$ cat config.mk
export PLATFORM = sky130hd
export DESIGN_NAME = bc
export DESIGN_NICKNAME = d
export VERILOG_FILES = /design/src/rtl/bc_pkg.sv /design/src/rtl/bc.sv
export SDC_FILE = /design/constraint.sdc
export NUM_CORES = 1
export LEC_CHECK = 0
export ABC_CLOCK_PERIOD_IN_PS = 1500
export CAP_MARGIN = 25
export CORE_AREA = 10 10 47 49
export CTS_CLUSTER_SIZE = 10
export DETAILED_ROUTE_END_ITERATION = 16
export DIE_AREA = 0 0 57 59
export PLACE_DENSITY = 0.6
export SKIP_CTS_REPAIR_TIMING = 1
export SLEW_MARGIN = 20
export SYNTH_ARGS = -nofsm -noshare
export SYNTH_HDL_FRONTEND = slang
export SYNTH_SLANG_ARGS = --single-unit
$ cat constraint.sdc
create_clock -name clock -period 1.5 [get_ports clock]
set_input_delay 0.3 -clock clock [delete_from_list [all_inputs] [get_ports clock]]
set_output_delay 0.3 -clock clock [all_outputs]
set_load 0.01 [all_outputs]
$ cat src/rtl/bc_pkg.sv
// Shared encodings for the polynomial control block (bc).
// State codes, datapath mux selects and ULA op codes.
package bc_pkg;

    typedef enum logic [3:0] {
        IDLE    = 4'd0,
        CARREGA = 4'd1,
        P1      = 4'd2,
        P2      = 4'd3,
        P3      = 4'd4,
        P4      = 4'd5,
        P5      = 4'd6,
        Q1      = 4'd7,
        Q2      = 4'd8,
        Q3      = 4'd9,
        Q4      = 4'd10,
        FIM     = 4'd11
    } state_t;

    // M0: constant mux
    localparam logic [1:0] SEL_ZERO = 2'd0;
    localparam logic [1:0] SEL_A    = 2'd1;
    localparam logic [1:0] SEL_B    = 2'd2;
    localparam logic [1:0] SEL_C    = 2'd3;

    // M1: ULA operand 1
    localparam logic [1:0] SEL_X    = 2'd0;
    localparam logic [1:0] SEL_M0   = 2'd1;
    localparam logic [1:0] SEL_L    = 2'd2;
    localparam logic [1:0] SEL_H    = 2'd3;

    // M2: ULA operand 2 swaps the x / M0 codes
    localparam logic [1:0] SEL2_M0  = 2'd0;
    localparam logic [1:0] SEL2_X   = 2'd1;

    localparam logic H_SOMA = 1'b0;
    localparam logic H_MULT = 1'b1;

endpackage

$ cat src/rtl/bc.sv
// Moore control FSM sequencing A*x^2 + B*x + C on the datapath.
// Define BC_HORNER_EN for the 4-step Horner sequence.
module bc
    import bc_pkg::*;
(
    input  logic       clock,
    input  logic       reset,
    input  logic       inicio,
    output logic [1:0] M0,
    output logic [1:0] M1,
    output logic [1:0] M2,
    output logic       load_x,
    output logic       load_l,
    output logic       load_h,
    output logic       h,
    output logic       pronto,
    output logic       ocupado
);

    state_t state_q;
    state_t state_d;

    // State register, async active-low reset to IDLE
    always_ff @(posedge clock or negedge reset) begin
        if (!reset)
            state_q <= IDLE;
        else
            state_q <= state_d;
    end

    // Next state and per-state control vector
    always_comb begin
        state_d = IDLE;
        M0      = SEL_ZERO;
        M1      = 2'd0;
        M2      = 2'd0;
        load_x  = 1'b0;
        load_l  = 1'b0;
        load_h  = 1'b0;
        h       = H_SOMA;
        pronto  = 1'b0;
        ocupado = 1'b0;
        unique case (state_q)
            IDLE: begin
                state_d = inicio ? CARREGA : IDLE;
            end
            CARREGA: begin
                load_x  = 1'b1;
                ocupado = 1'b1;
`ifdef BC_HORNER_EN
                state_d = Q1;
`else
                state_d = P1;
`endif
            end
`ifdef BC_HORNER_EN
            Q1: begin
                M0      = SEL_A;
                M1      = SEL_M0;
                M2      = SEL2_X;
                h       = H_MULT;
                load_l  = 1'b1;
                ocupado = 1'b1;
                state_d = Q2;
            end
            Q2: begin
                M0      = SEL_B;
                M1      = SEL_L;
                M2      = SEL2_M0;
                h       = H_SOMA;
                load_l  = 1'b1;
                ocupado = 1'b1;
                state_d = Q3;
            end
            Q3: begin
                M1      = SEL_L;
                M2      = SEL2_X;
                h       = H_MULT;
                load_l  = 1'b1;
                ocupado = 1'b1;
                state_d = Q4;
            end
            Q4: begin
                M0      = SEL_C;
                M1      = SEL_L;
                M2      = SEL2_M0;
                h       = H_SOMA;
                load_l  = 1'b1;
                ocupado = 1'b1;
                state_d = FIM;
            end
`else
            P1: begin
                M0      = SEL_A;
                M1      = SEL_M0;
                M2      = SEL2_X;
                h       = H_MULT;
                load_l  = 1'b1;
                ocupado = 1'b1;
                state_d = P2;
            end
            P2: begin
                M1      = SEL_L;
                M2      = SEL2_X;
                h       = H_MULT;
                load_l  = 1'b1;
                ocupado = 1'b1;
                state_d = P3;
            end
            P3: begin
                M0      = SEL_B;
                M1      = SEL_M0;
                M2      = SEL2_X;
                h       = H_MULT;
                load_h  = 1'b1;
                ocupado = 1'b1;
                state_d = P4;
            end
            P4: begin
                M1      = SEL_L;
                M2      = SEL_H;
                h       = H_SOMA;
                load_l  = 1'b1;
                ocupado = 1'b1;
                state_d = P5;
            end
            P5: begin
                M0      = SEL_C;
                M1      = SEL_L;
                M2      = SEL2_M0;
                h       = H_SOMA;
                load_l  = 1'b1;
                ocupado = 1'b1;
                state_d = FIM;
            end
`endif
            FIM: begin
                pronto  = 1'b1;
                state_d = inicio ? CARREGA : FIM;
            end
            default: begin
                state_d = IDLE;
            end
        endcase
    end

endmodule

==> results of run 1 <==
final timing paths:
check / startpoint / to / depth (start not counted)
worst max-delay path: state_q[2] / load_l / 6
worst min register to register: state_q[3] / state_q[2] / 1
worst min-delay path: reset / state_q[0] / 1
min in group clock: state_q[3] / state_q[2] / 1
worst max register to register: state_q[2] / state_q[1] / 7
max in group asynchronous: reset / state_q[2] / 1
stage by stage:
| stage | power [µW] | cells |
|---|---|---|
| floorplan | 736 | 43 |
| global placement | 1380 | 83 |
| detailed placement | 1390 | 83 |
| CTS | 1530 | 86 |
| global route | 1860 | 93 |
| finish | 1720 | 93 |
cells in the final DEF, fill, tap and decap left out, types with 2 or more instances in the layout:
master                            instances
sky130_fd_sc_hd__and2b_1                  2
sky130_fd_sc_hd__nor2_1                   6
sky130_fd_sc_hd__nand2b_4                 2
sky130_fd_sc_hd__nor2_4                   2
sky130_fd_sc_hd__buf_2                    9
sky130_fd_sc_hd__clkbuf_4                 3
sky130_fd_sc_hd__clkdlybuf4s50_1          2
sky130_fd_sc_hd__nand2_2                  2
sky130_fd_sc_hd__buf_4                   12
sky130_fd_sc_hd__clkbuf_2                 2
sky130_fd_sc_hd__nor3_2                   5
sky130_fd_sc_hd__dfrtp_2                  4
sky130_fd_sc_hd__buf_6                    9
metal layers:
metal	wire (µm)	GRT usage (%)
met3	41	1.50
met2	619	9.92
met1	439	5.26
met5	0	0
met4	19	6.04
final cells by class:
class                      instances  area share, %
tap                               16           2.86
multi-input combinational         34           38.5
sequential                         4           15.0
timing repair buffer              35           39.9
clock buffer                       3           3.22
inverter                           1          0.537
power by group through the flow:
stage	sequential (µW)	combinational (µW)	clock (µW)
2_1_floorplan	193	543	0
3_3_place_gp	244	1140	0
3_5_place_dp	244	1140	0
4_1_cts	243	1150	137
5_1_grt	267	1450	144
6_report	257	1330	131
worst max-delay path: stages, from the launching register on:
cell	delay, ns
sky130_fd_sc_hd__dfrtp_2	0.44
sky130_fd_sc_hd__buf_6	0.13
sky130_fd_sc_hd__buf_4	0.12
sky130_fd_sc_hd__nand2_1	0.07
sky130_fd_sc_hd__xor2_1	0.14
sky130_fd_sc_hd__nor2_1	0.05
sky130_fd_sc_hd__clkbuf_2	0.12
kinds of logic (layout without fill, tap and decap cells):
| family | Yosys count | count (layout) | synth area share (%) |
|---|---|---|---|
| simple gates | 26 | 26 | 42.7 |
| compound gates | 5 | 5 | 9.23 |
| buf+inv | 5 | 39 | 8.46 |
| flops | 4 | 4 | 30.8 |
| xor+xnor | 2 | 2 | 5.39 |
| mux | 1 | 1 | 3.46 |
==> results, run 1 <==
- Registers are responsible for 15.0% of the overall power.
- The longest clock path from root to sink contains 2 buffers.
- The die covers 0.00336 mm².
- The layout has 138 filler cells.
- OpenSTA, run right after detailed placement, puts the worst setup slack at -0.321 ns.
- The commonest cells after synthesis are sky130_fd_sc_hd__nor2_1 (8), sky130_fd_sc_hd__nor3_1 (5), sky130_fd_sc_hd__dfrtp_1 (4).
- The minimum period implied by the final worst setup slack is 1.60 ns.
- The initial antenna violation count is 0.
- The biggest area contributor in the post-synthesis netlist is sky130_fd_sc_hd__dfrtp_1.
- The first-pass GRT wire length is 1550 µm.
- The critical path startpoint category is a register.
- The static leakage is 0.000354 µW.
- The worst vdd rail ir drop is 1.04 mV.
- Dividing the synthesized area by the synthesized cell count gives 7.57 µm².
- The data required time at the worst endpoint is 1.20 ns.
- The flop-to-flop setup slack is 0.08 ns.
- Entering global routing, the biggest net connects 10 pins.
- The final wirelength is 1120 µm.
- Data on the critical path arrives at its endpoint at 1.30 ns.
- Summing all multi-input logic gate instances after layout gives 269 µm².
- In the final layout, the registers with the most flip-flops are state_q x4.
- The weighted congestion reported at the end of routability-driven placement is 0.753.
- After synthesis the cells add up to 325 µm².
- The share of the core filled with cells in the final layout is 49.9%.
- The via count of the first global-routing pass is 379.
- After synthesis, the netlist uses 24 different library cells.
- The number of buffers added by the clock tree synthesis step is 3.
- The share of flip-flops with an asynchronous set or reset is 100%.
- Global routing used 5.76% of the available tracks across all layers.
- The worst setup path is of the reg2out kind.
- Summing over every cut layer, the via total after detailed routing is 415.
- Of all nets on the critical path, the largest fanout is 5.
- The number of max-capacitance violations reported is 0.
- Setup repair after global routing could not meet its margin everywhere.
- The clock network fraction of total power is 7.6%.
- The region available for standard cell placement spans 0.00140 mm².
- The register with the most flip-flops in the layout has 4 of them.
- The count of port buffers added during placement is 14.
- For the pin with the worst max-slew slack, the measured transition is 0.200 ns.
- The number of levels in the clock H-tree is 1.
- The final hold violation count came to 0.
- Clock skew on the completed layout was measured at 0.0000848 ns.
- After floorplanning, the core was divided into 14 placement rows.
- The placed instances occupy a cell area of 567 µm².
- The synthesized netlist net count is 46.
- The cell area power density is 2460 mW/mm².
- The flow ran to the end, but the final reports show violations.
- The clock transition at the registers of the reported paths is 0.04 ns.
- The tightest hold path in the finished design has a slack of 0.267 ns.
- The combined flip-flop and latch cell area is 105 µm².
- STA classifies the critical path endpoint as an output pin.
- For this run, the post-layout net count is 82.
- The power dissipated by switching net loads is 715 µW.
- The checks that failed: setup timing.
- The share of the Yosys chip area taken by registers is 30.8%.
- For the final routed database, the setup TNS stands at -0.379 ns.
- In the routed layout, each cell is associated on average with a via count of 4.46.
- Counting every instance in the synthesized netlist gives 43.
- The clock latency of the later-clocked register in the worst-skew pair is 0.23 ns.
- The post-route netlist has 71.4% of its cells at a drive strength greater than 1.
- The first TritonRoute pass finished after 2 iterations.
- The synthesized design contains 0 enable-type register cells.
- Of the available clock period, the critical path in the final layout requires 107%.
- The detail-routed net length per standard cell is 12.0 µm.
- The tree is rooted in a sky130_fd_sc_hd__clkbuf_4.
- The relative slew slack is 86.5%.
- The final number of max-transition violations is 0.
- 15 I/O pins were placed.
- The CTS tree is yes.
- The final antenna-violating net count is 0.
- sky130_fd_sc_hd__nor2_1 is the most common cell in the netlist.
- In this run, the number of DRC markers left after iteration 0 of detailed routing was 1.
- In this run the worst hold path is classified as in2async.
- In this run the vertical extent of the chip is 59 µm.
- In the synthesized netlist the dominant register cell turns out to be sky130_fd_sc_hd__dfrtp_1.
- The sum of overflow across all layers after global routing is 0.
- The part of the total power dissipated in combinational logic is 77.4%.
- Net switching is 41.6% of the power.
- The die width is 57 µm.
- The register bit total from synthesis is 4.
- Once layout is done, the placed cells without fillers occupy 699 µm².
- The maximum clock rate is 0.624 GHz.
- The repair_antennas step left the layout with diodes totalling 0.
- After layout, the worst setup slack is -0.103 ns.
- For this design, the sink count on the clock tree is 4.
- The HPWL after detailed placement is 751 µm.
- The number of design rule violations left after detail routing is 0.
- The signed area change from the synthesized netlist to the final layout is 115%.
- The Yosys step of the flow raised 0 warnings.
- The final count of negative-setup-slack endpoints is 6.
- The register name with the most flops is state_q.
- The starting density of the core is 23.2%.
- The internal portion of total power is 1000 µW.
- Yosys attributes the largest share of cell area to sky130_fd_sc_hd__dfrtp_1 (31%), sky130_fd_sc_hd__nor2_1 (9.2%), sky130_fd_sc_hd__nor3_1 (7.7%).
- The area share of the leading cell type in the synthesized netlist is 30.8%.
Power figures use the tool's default switching activity.
==> run 2: changes to the inputs <==
HOLD_SLACK_MARGIN = 0.1   (was not set)
==> results of run 2 <==
Final layout, timing and power as in run 1 (identical DEF).
